[src/rtl/sync_register_bank_if.sv]
// rtl/sync_register_bank_if.sv - register access bus for sync_register_bank
interface sync_register_bank_if #(
    parameter int ADDR_WIDTH = 4,
    parameter int DATA_WIDTH = 16
);
    logic                    en;
    logic                    rd;
    logic                    wr;
    logic [DATA_WIDTH/8-1:0] be;
    logic [ADDR_WIDTH-1:0]   addr;
    logic [DATA_WIDTH-1:0]   wdata;
    logic [DATA_WIDTH-1:0]   rdata;
    logic                    rvalid;

    modport master (output en, rd, wr, be, addr, wdata, input rdata, rvalid);
    modport slave  (input en, rd, wr, be, addr, wdata, output rdata, rvalid);
endinterface

[src/rtl/sync_register_bank.sv]
// rtl/sync_register_bank.sv - register bank with RO, shadowed, trigger and W1C status registers
module sync_register_bank #(
    parameter int                  ADDR_WIDTH  = 4,
    parameter int                  DATA_WIDTH  = 16,
    parameter int                  NUM_REGS    = 16,
    parameter logic [NUM_REGS-1:0] RO_MASK     = 'h0300,
    parameter logic [NUM_REGS-1:0] SHADOW_MASK = 'h3000,
    parameter int                  TRIG_ADDR   = 1,
    parameter int                  STAT_ADDR   = 2
) (
    input  logic                           clk,
    input  logic                           reset,
    sync_register_bank_if.slave            bus,
    input  logic [NUM_REGS*DATA_WIDTH-1:0] ro_values,
    output logic [NUM_REGS*DATA_WIDTH-1:0] values,
    input  logic                           commit,
    input  logic [DATA_WIDTH-1:0]          status_set,
    output logic [DATA_WIDTH-1:0]          trigger
);
    localparam int NB = DATA_WIDTH / 8;

    logic                  rd_go;
    logic                  wr_go;
    logic                  trig_wr;
    logic                  stat_wr;
    logic [NUM_REGS-1:0]   wr_sel;
    logic [DATA_WIDTH-1:0] wmask;
    logic [DATA_WIDTH-1:0] rd_word [NUM_REGS];
    logic [DATA_WIDTH-1:0] rd_mux;
    logic [DATA_WIDTH-1:0] status_q;
    logic [DATA_WIDTH-1:0] trigger_q;
    logic [DATA_WIDTH-1:0] rdata_q;
    logic                  rvalid_q;

    // A simultaneous read and write is treated as a read only.
    assign rd_go = bus.en && bus.rd;
    assign wr_go = bus.en && bus.wr && !bus.rd;

    always_comb begin
        wmask = '0;
        for (int k = 0; k < NB; k++) begin
            wmask[8*k +: 8] = {8{bus.be[k]}};
        end
    end

    always_comb begin
        wr_sel = '0;
        for (int i = 0; i < NUM_REGS; i++) begin
            wr_sel[i] = wr_go && (bus.addr == ADDR_WIDTH'(i)) && !RO_MASK[i];
        end
    end

    for (genvar i = 0; i < NUM_REGS; i++) begin : g_reg
        if (i == TRIG_ADDR) begin : g_trig
            assign trig_wr                               = wr_sel[i];
            assign values[i*DATA_WIDTH +: DATA_WIDTH]    = '0;
            assign rd_word[i]                            = '0;
        end else if (i == STAT_ADDR) begin : g_stat
            assign stat_wr                               = wr_sel[i];
            assign values[i*DATA_WIDTH +: DATA_WIDTH]    = status_q;
            assign rd_word[i]                            = status_q;
        end else if (RO_MASK[i]) begin : g_ro
            assign values[i*DATA_WIDTH +: DATA_WIDTH]    = ro_values[i*DATA_WIDTH +: DATA_WIDTH];
            assign rd_word[i]                            = ro_values[i*DATA_WIDTH +: DATA_WIDTH];
        end else begin : g_rw
            // For shadowed registers store_q is the pending shadow copy.
            logic [DATA_WIDTH-1:0] store_q;
            always_ff @(posedge clk) begin
                if (reset) begin
                    store_q <= '0;
                end else if (wr_sel[i]) begin
                    store_q <= (store_q & ~wmask) | (bus.wdata & wmask);
                end
            end
            assign rd_word[i] = store_q;

            if (SHADOW_MASK[i]) begin : g_shadow
                logic [DATA_WIDTH-1:0] active_q;
                always_ff @(posedge clk) begin
                    if (reset) begin
                        active_q <= '0;
                    end else if (commit) begin
                        active_q <= store_q;
                    end
                end
                assign values[i*DATA_WIDTH +: DATA_WIDTH] = active_q;
            end else begin : g_plain
                assign values[i*DATA_WIDTH +: DATA_WIDTH] = store_q;
            end
        end
    end

    if (TRIG_ADDR >= NUM_REGS) begin : g_no_trig
        assign trig_wr = 1'b0;
    end
    if (STAT_ADDR >= NUM_REGS) begin : g_no_stat
        assign stat_wr = 1'b0;
    end

    always_comb begin
        rd_mux = '0;
        for (int i = 0; i < NUM_REGS; i++) begin
            if (bus.addr == ADDR_WIDTH'(i)) begin
                rd_mux = rd_word[i];
            end
        end
    end

    // status_set is OR-ed in after the clear so a same-edge set wins.
    always_ff @(posedge clk) begin
        if (reset) begin
            status_q  <= '0;
            trigger_q <= '0;
            rdata_q   <= '0;
            rvalid_q  <= 1'b0;
        end else begin
            status_q  <= (status_q & ~(stat_wr ? (bus.wdata & wmask) : '0)) | status_set;
            trigger_q <= trig_wr ? (bus.wdata & wmask) : '0;
            rvalid_q  <= rd_go;
            if (rd_go) begin
                rdata_q <= rd_mux;
            end
        end
    end

    assign trigger    = trigger_q;
    assign bus.rdata  = rdata_q;
    // Masking keeps a read accepted just before reset from pulsing rvalid during reset.
    assign bus.rvalid = rvalid_q && !reset;
endmodule

[src/flat_wrapper.sv]
// flat-port wrapper written by rule: the top's interface ports become plain ports
module sync_register_bank_flat 
#(
    parameter int                  ADDR_WIDTH  = 4,
    parameter int                  DATA_WIDTH  = 16,
    parameter int                  NUM_REGS    = 16,
    parameter logic [NUM_REGS-1:0] RO_MASK     = 'h0300,
    parameter logic [NUM_REGS-1:0] SHADOW_MASK = 'h3000,
    parameter int                  TRIG_ADDR   = 1,
    parameter int                  STAT_ADDR   = 2
)
  (clk, reset, ro_values, values, commit, status_set, trigger, bus_en, bus_rd, bus_wr, bus_be, bus_addr, bus_wdata, bus_rdata, bus_rvalid);
  sync_register_bank_if #(.ADDR_WIDTH(ADDR_WIDTH), .DATA_WIDTH(DATA_WIDTH)) bus_i ();
  input  logic clk;
  input  logic reset;
  input  logic [NUM_REGS*DATA_WIDTH-1:0] ro_values;
  output logic [NUM_REGS*DATA_WIDTH-1:0] values;
  input  logic commit;
  input  logic [DATA_WIDTH-1:0] status_set;
  output logic [DATA_WIDTH-1:0] trigger;
  input wire logic [$bits(bus_i.en)-1:0] bus_en;
  input wire logic [$bits(bus_i.rd)-1:0] bus_rd;
  input wire logic [$bits(bus_i.wr)-1:0] bus_wr;
  input wire logic [$bits(bus_i.be)-1:0] bus_be;
  input wire logic [$bits(bus_i.addr)-1:0] bus_addr;
  input wire logic [$bits(bus_i.wdata)-1:0] bus_wdata;
  output wire logic [$bits(bus_i.rdata)-1:0] bus_rdata;
  output wire logic [$bits(bus_i.rvalid)-1:0] bus_rvalid;
  assign bus_i.en = bus_en;
  assign bus_i.rd = bus_rd;
  assign bus_i.wr = bus_wr;
  assign bus_i.be = bus_be;
  assign bus_i.addr = bus_addr;
  assign bus_i.wdata = bus_wdata;
  assign bus_rdata = bus_i.rdata;
  assign bus_rvalid = bus_i.rvalid;
  sync_register_bank #(.ADDR_WIDTH(ADDR_WIDTH), .DATA_WIDTH(DATA_WIDTH), .NUM_REGS(NUM_REGS), .RO_MASK(RO_MASK), .SHADOW_MASK(SHADOW_MASK), .TRIG_ADDR(TRIG_ADDR), .STAT_ADDR(STAT_ADDR)) u_core (.clk(clk), .reset(reset), .bus(bus_i), .ro_values(ro_values), .values(values), .commit(commit), .status_set(status_set), .trigger(trigger));
endmodule
[config.mk]
export PLATFORM = sky130hd
export DESIGN_NAME = sync_register_bank_flat
export DESIGN_NICKNAME = d
export VERILOG_FILES = /design/src/rtl/sync_register_bank_if.sv /design/src/rtl/sync_register_bank.sv /design/src/flat_wrapper.sv
export SDC_FILE = /design/constraint.sdc
export NUM_CORES = 1
export LEC_CHECK = 0
export ABC_CLOCK_PERIOD_IN_PS = 5250
export BUFFER_PORTS_ARGS = -buffer_cell sky130_fd_sc_hd__buf_2
export CELL_PAD_IN_SITES_DETAIL_PLACEMENT = 1
export CELL_PAD_IN_SITES_GLOBAL_PLACEMENT = 1
export CORE_AREA = 2 2 227 229
export CTS_BUF_LIST = sky130_fd_sc_hd__clkbuf_16
export DETAILED_ROUTE_END_ITERATION = 6
export DIE_AREA = 0 0 229 231
export HOLD_SLACK_MARGIN = 0.02
export PLACE_DENSITY = 0.73
export SYNTH_ARGS = -nofsm -noshare
export SYNTH_HDL_FRONTEND = slang
export SYNTH_SLANG_ARGS = --single-unit
[constraint.sdc]
create_clock -name clk -period 5.25 [get_ports clk]
set_clock_uncertainty 0.1 [all_clocks]
set_input_delay 1.05 -clock clk [delete_from_list [all_inputs] [get_ports clk]]
set_output_delay 1.05 -clock clk [all_outputs]
set_load 0.005 [all_outputs]
==> results.toml, run 1 <==
[logic_synthesis]
dominant_cell_type_by_area_after_synthesis = "sky130_fd_sc_hd__dfxtp_1"
netlist_top_cells_area = "sky130_fd_sc_hd__dfxtp_1 43%, sky130_fd_sc_hd__mux2i_1 12%, sky130_fd_sc_hd__a21oi_1 5.6%"
async_flop_share_pct = 0
yosysWarningCount = 0
syn_area_per_cell_um2 = 8.52
synth.distinct_cells = 65
share_of_the_synthesized_area_in_the_top_cell_type_pct = 43.4
synth.yosys.seq_area_share_pct = 43.4
synthesis.instances = 1477
synth_flop_cell = "sky130_fd_sc_hd__dfxtp_1"
mappedNetlistArea_mm2 = 0.0126
synth_enable_flop_cells = 0
yosys_register_bits = 273

[setup_path]
cp.arrival_ps = 3760
cp_data_required_time_ps = 5590
r2r-end = "u_core.bus.rdata[11]"
worstPathMaxFanout = 41
timing.reg2reg.setup_slack_ps = 3460
path_class = "in -> reg"
crit_path_start_kind = "primary input"
worstSetupEndpointType = "flip-flop"
worst_r2r_path_depth = 5
cp-startpoint = "bus_addr[0]"

[route]
drtIter0Drc = 1087
via_count = 12484
drt-total-wl_mm = 59.2
routed_via_density = 5.11
drt-pass1-iter-count = 5
average_wire_per_cell_in_the_routed_design_um = 24.3
detail-route-antenna-nets = 0
drc = 0

[clocking]
tritoncts = "built"
clock-root-buffer = "sky130_fd_sc_hd__clkbuf_16"
cts_made_buffers = 34
clkLatencyLatePin_ps = 530
postCtsResizedCells = 0
cts_setup_buffers = 0
cts_stage_hold_buffer_count = 0
clock_sinks = 273
cts_max_path_buffers = 3
cts.reportedPaths.clkPinSlew_ps = 60
h_tree_levels = 2

[floorplanning]
design.die.area_mm2 = 0.0529
io-pin-count = 589
initial_core_util_pct = 24.8
total_core_area_mm2 = 0.0507
die_x_um = 229
die-height_um = 231
count_of_standard_cell_rows = 83

[grt]
grt-ovfl-total = 0
grt_max_degree = 95
grt_first_pass_wirelength_mm = 84.8
grt_util_met2_pct = 34.5
global_route.usage.total_pct = 21.5
grt_use_met1_pct = 28.5
vias_in_the_first_global_route = 12408
grt-busiest-layer = "met2"
groute.layer.met3.usage_pct = 5.14
grt_antenna_before_repair = 4

[final_layout]
final_core_occ_pct = 31.0
final-seq-area_mm2 = 0.00547
final_cell_mix = "346 x sky130_fd_sc_hd__buf_2, 273 x sky130_fd_sc_hd__dfxtp_1, 178 x sky130_fd_sc_hd__nor2_1"
area_delta_synth_final_pct = 24.8
final_common_cell = "sky130_fd_sc_hd__buf_2"
nets = 2037
multi_input_comb_area_mm2 = 0.00624
num_antenna_cells = 0
final.fill_count = 6099
drive_above_1_share_pct = 26.5

[pwr]
seq_power_share_pct = 42.7
reported_net_switching_power_mw = 1.26
p_leak_nw = 6.75
sw_frac_of_total_pct = 25.6
power_per_cell_area_mw_per_mm2 = 314
ir_worst_vdd_mv = 0.152
combPwrFrac_pct = 8.5
p_clk_share_pct = 48.8
cellInternalPower_mw = 3.67

[sta]
final.period_utilization_pct = 65.1
finalSetupViolations = 0
clock.fmax_mhz = 293
worst_hold_slack_ps = 366
setup-tns-final_ps = 0
max-slew-margin-rel_pct = 29.6
timing_hold_violations_final = 0
setup_repair_after_global_routing_missed_its_margin = "false"
worst_slew_pin_slew_ps = 1050
layout_min_cycle_time_ps = 3420
final_max_slew_viol_count = 0

[placed_design]
dpl.hpwl_mm = 43.8
io_buffer_count = 348
placer_s_final_routability_congestion_estimate = 0.840

[run]
max-cap-violations = 0

[hold_path]
min_path_type = "reg -> reg"

[run_status]
outcome = "finished, final reports clean"
## synth_stat cells, types with 8 or more instances
master and instances:
sky130_fd_sc_hd__dfxtp_1 273, sky130_fd_sc_hd__nor2_1 178, sky130_fd_sc_hd__nand2_1 160, sky130_fd_sc_hd__mux2i_1 153
sky130_fd_sc_hd__a21oi_1 142, sky130_fd_sc_hd__o21ai_0 104, sky130_fd_sc_hd__nand3_1 68, sky130_fd_sc_hd__clkbuf_1 65
sky130_fd_sc_hd__buf_4 59, sky130_fd_sc_hd__buf_2 38, sky130_fd_sc_hd__and2_1 18, sky130_fd_sc_hd__mux2_2 15
sky130_fd_sc_hd__o22ai_1 14, sky130_fd_sc_hd__nor2b_1 13, sky130_fd_sc_hd__a211oi_1 9, sky130_fd_sc_hd__a22oi_1 9
sky130_fd_sc_hd__or3_1 9, sky130_fd_sc_hd__a31oi_1 8
## critical path: stages
cell and delay (ps):
sky130_fd_sc_hd__buf_4 490, sky130_fd_sc_hd__buf_4 380, sky130_fd_sc_hd__buf_4 410, sky130_fd_sc_hd__nand4_1 140
sky130_fd_sc_hd__buf_4 280, sky130_fd_sc_hd__nor2_1 600, sky130_fd_sc_hd__nand2_1 140, sky130_fd_sc_hd__a21oi_1 180
## power by group through the flow
| stage | registers [mW] | logic, mW | clock network [mW] |
|---|---|---|---|
| 6_report | 2.11 | 0.418 | 2.41 |
| 3_3_place_gp | 2.15 | 0.413 | 0 |
| 4_1_cts | 2.11 | 0.421 | 2.46 |
| 3_5_place_dp | 2.15 | 0.419 | 0 |
| 2_1_floorplan | 2.15 | 0.245 | 0 |
| 5_1_grt | 2.11 | 0.449 | 2.55 |
## worst min-delay path by stage
stage / endpoint / start / slack (ps) / cells past startpoint
floorplan: u_core.bus.rdata[13] / u_core.bus.rdata[13] / 350 / 2
global placement: u_core.bus.rdata[13] / u_core.bus.rdata[13] / 350 / 2
detailed placement: flip-flop / flip-flop / 360 / 2
CTS: flip-flop / flip-flop / 370 / 2
global route: flip-flop / flip-flop / 390 / 2
finish: flip-flop / flip-flop / 370 / 2
## logic make-up after synthesis
family	count (synthesis)	share of synthesized area [%]
DFF	273	43.4
muxes	170	13.9
other	1	0.0298
buffers and inverters	177	7.47
and+or+nand+nor	500	18.5
AOI/OAI and AO/OA	356	16.7
## layout make-up
type / instances / area share (%)
inverter: 7 / 0.167
tap: 680 / 5.42
multi-input combinational: 1042 / 39.7
clock inverter: 25 / 1.59
sequential: 273 / 34.8
timing repair buffer: 379 / 12.7
clock buffer: 35 / 5.58
## metrics by stage
| step | setup slack [ps] | total power, mW | area (um2) | instances |
|---|---|---|---|---|
| floorplan | 2410 | 2.39 | 12600 | 1492 |
| global placement | 1420 | 2.56 | 14600 | 2381 |
| detailed placement | 1380 | 2.57 | 14600 | 2381 |
| CTS | 1950 | 4.99 | 15700 | 2441 |
| global route | 1720 | 5.10 | 15700 | 2441 |
| finish | 1830 | 4.94 | 15700 | 2441 |
## layer usage
layer | routed length, um | part of all wire [%]
met1 | 26300 | 44
met3 | 4510 | 7.6
met5 | 8 | 0.014
met4 | 1620 | 2.7
met2 | 26800 | 45
No activity file was read; power rests on OpenSTA's default activity.
==> inputs of run 2 (changes only) <==
ABC_CLOCK_PERIOD_IN_PS = 3450   (was 5250)
clock period = 3.45 ns   (was 5.25 ns; I/O delays follow)
==> results.toml, run 2 (synthesis gave the netlist of run 1 again) <==
[clocking]
clock-root-buffer = "sky130_fd_sc_hd__clkbuf_16"
cts_setup_buffers = 0
cts.reportedPaths.clkPinSlew_ps = 50
cts_made_buffers = 35
postCtsResizedCells = 0
clkLatencyLatePin_ps = 550
tritoncts = "built"
clock_sinks = 273
cts_stage_hold_buffer_count = 0
h_tree_levels = 2
cts_max_path_buffers = 3

[floorplanning]
io-pin-count = 589
initial_core_util_pct = 24.8
die-height_um = 231
count_of_standard_cell_rows = 83
total_core_area_mm2 = 0.0507
die_x_um = 229
design.die.area_mm2 = 0.0529

[sta]
final.period_utilization_pct = 72.4
finalSetupViolations = 0
clock.fmax_mhz = 400
setup-tns-final_ps = 0
worst_slew_pin_slew_ps = 1020
layout_min_cycle_time_ps = 2500
max-slew-margin-rel_pct = 32.1
timing_hold_violations_final = 0
fin_ws_ps = 953
final_max_slew_viol_count = 0
setup_repair_after_global_routing_missed_its_margin = "false"

[route]
drt-pass1-iter-count = 5
via_count = 12563
routed_via_density = 5.10
drc = 0
drtIter0Drc = 882
drt-total-wl_mm = 59.0
detail-route-antenna-nets = 0
average_wire_per_cell_in_the_routed_design_um = 24.0

[hold_path]
min_path_type = "in -> reg"

[setup_path]
cp.arrival_ps = 2850
crit_path_start_kind = "primary input"
path_class = "in -> reg"
worstPathMaxFanout = 27
cp_data_required_time_ps = 3800
worstSetupEndpointType = "flip-flop"

[grt]
grt-ovfl-total = 0
global_route.usage.total_pct = 21.6
grt_first_pass_wirelength_mm = 85.2
vias_in_the_first_global_route = 12837
grt_antenna_before_repair = 2
grt_max_degree = 160

[run]
max-cap-violations = 0

[pwr]
power_per_cell_area_mw_per_mm2 = 467
ir_worst_vdd_mv = 0.279
p_leak_nw = 6.85

[final_layout]
final_cell_mix = "346 x sky130_fd_sc_hd__buf_2, 273 x sky130_fd_sc_hd__dfxtp_1, 178 x sky130_fd_sc_hd__nor2_1"
nets = 2055
final.fill_count = 6091
area_delta_synth_final_pct = 26.0
final_common_cell = "sky130_fd_sc_hd__buf_2"
drive_above_1_share_pct = 27.0

[run_status]
outcome = "finished, final reports clean"

[placed_design]
placer_s_final_routability_congestion_estimate = 0.847
dpl.hpwl_mm = 43.9
preCtsSetupSlack_ps = 435
io_buffer_count = 348
-- run 2: cell type report --
| class | instances | area [um2] | share of cell area, % |
|---|---|---|---|
| Multi-Input combinational cell | 1042 | 6240 | 39.4 |
| Clock buffer | 36 | 901 | 5.68 |
| Tap cell | 680 | 851 | 5.36 |
| Inverter | 7 | 26.3 | 0.166 |
| Sequential cell | 273 | 5470 | 34.5 |
| Timing Repair Buffer | 396 | 2180 | 13.7 |
| Antenna cell | 1 | 2.50 | 0.0158 |
| Clock inverter | 28 | 194 | 1.22 |
-- run 2: through the flow --
stage | instances | cell area, um2 | hold WS (ps) | utilization [%] | total power [mW]
global placement | 2398 | 14800 | 359 | 29.1 | 3.92
finish | 2463 | 15900 | 253 | 31.3 | 7.40
detailed placement | 2398 | 14800 | 367 | 29.1 | 3.93
CTS | 2462 | 15900 | 225 | 31.3 | 7.48
global route | 2462 | 15900 | 244 | 31.3 | 7.65
floorplan | 1492 | 12600 | 349 | - | 3.64
-- run 2: power breakdown --
part           internal [mW]  switching, mW
Clock                   2.05           1.49
Sequential              3.18         0.0241
Combinational          0.203          0.448
-- run 2: critical path: stages --
cell and delay [ps]:
sky130_fd_sc_hd__buf_2 560, sky130_fd_sc_hd__and2b_1 380, sky130_fd_sc_hd__and3_1 250, sky130_fd_sc_hd__buf_4 240
sky130_fd_sc_hd__nand2_1 410, sky130_fd_sc_hd__nand2_1 120, sky130_fd_sc_hd__a21oi_1 170
-- run 2: metal layers --
layer  global-route usage (%)  wire, um  part of all wire, %  vias to the layer above
met3                     4.57      4250                  7.2                      128
met1                     28.9     26400                   45                     6194
met2                     33.8     26100                   44                      567
li1                         -         -                    -                     5674
met5                        0         0                    0                        -
met4                     9.03      2230                  3.8                        0
-- run 2: worst paths after layout --
| kind | start | to | slack, ps | cells past startpoint |
|---|---|---|---|---|
| worst min register to register | flip-flop | flip-flop | 370 | 2 |
| worst min-delay path | status_set[6] | u_core.status_q[6] | 250 | 3 |
| worst max register to register | flip-flop | u_core.bus.rdata[11] | 1700 | 5 |
| worst max-delay path | bus_addr[3] | flip-flop | 950 | 7 |
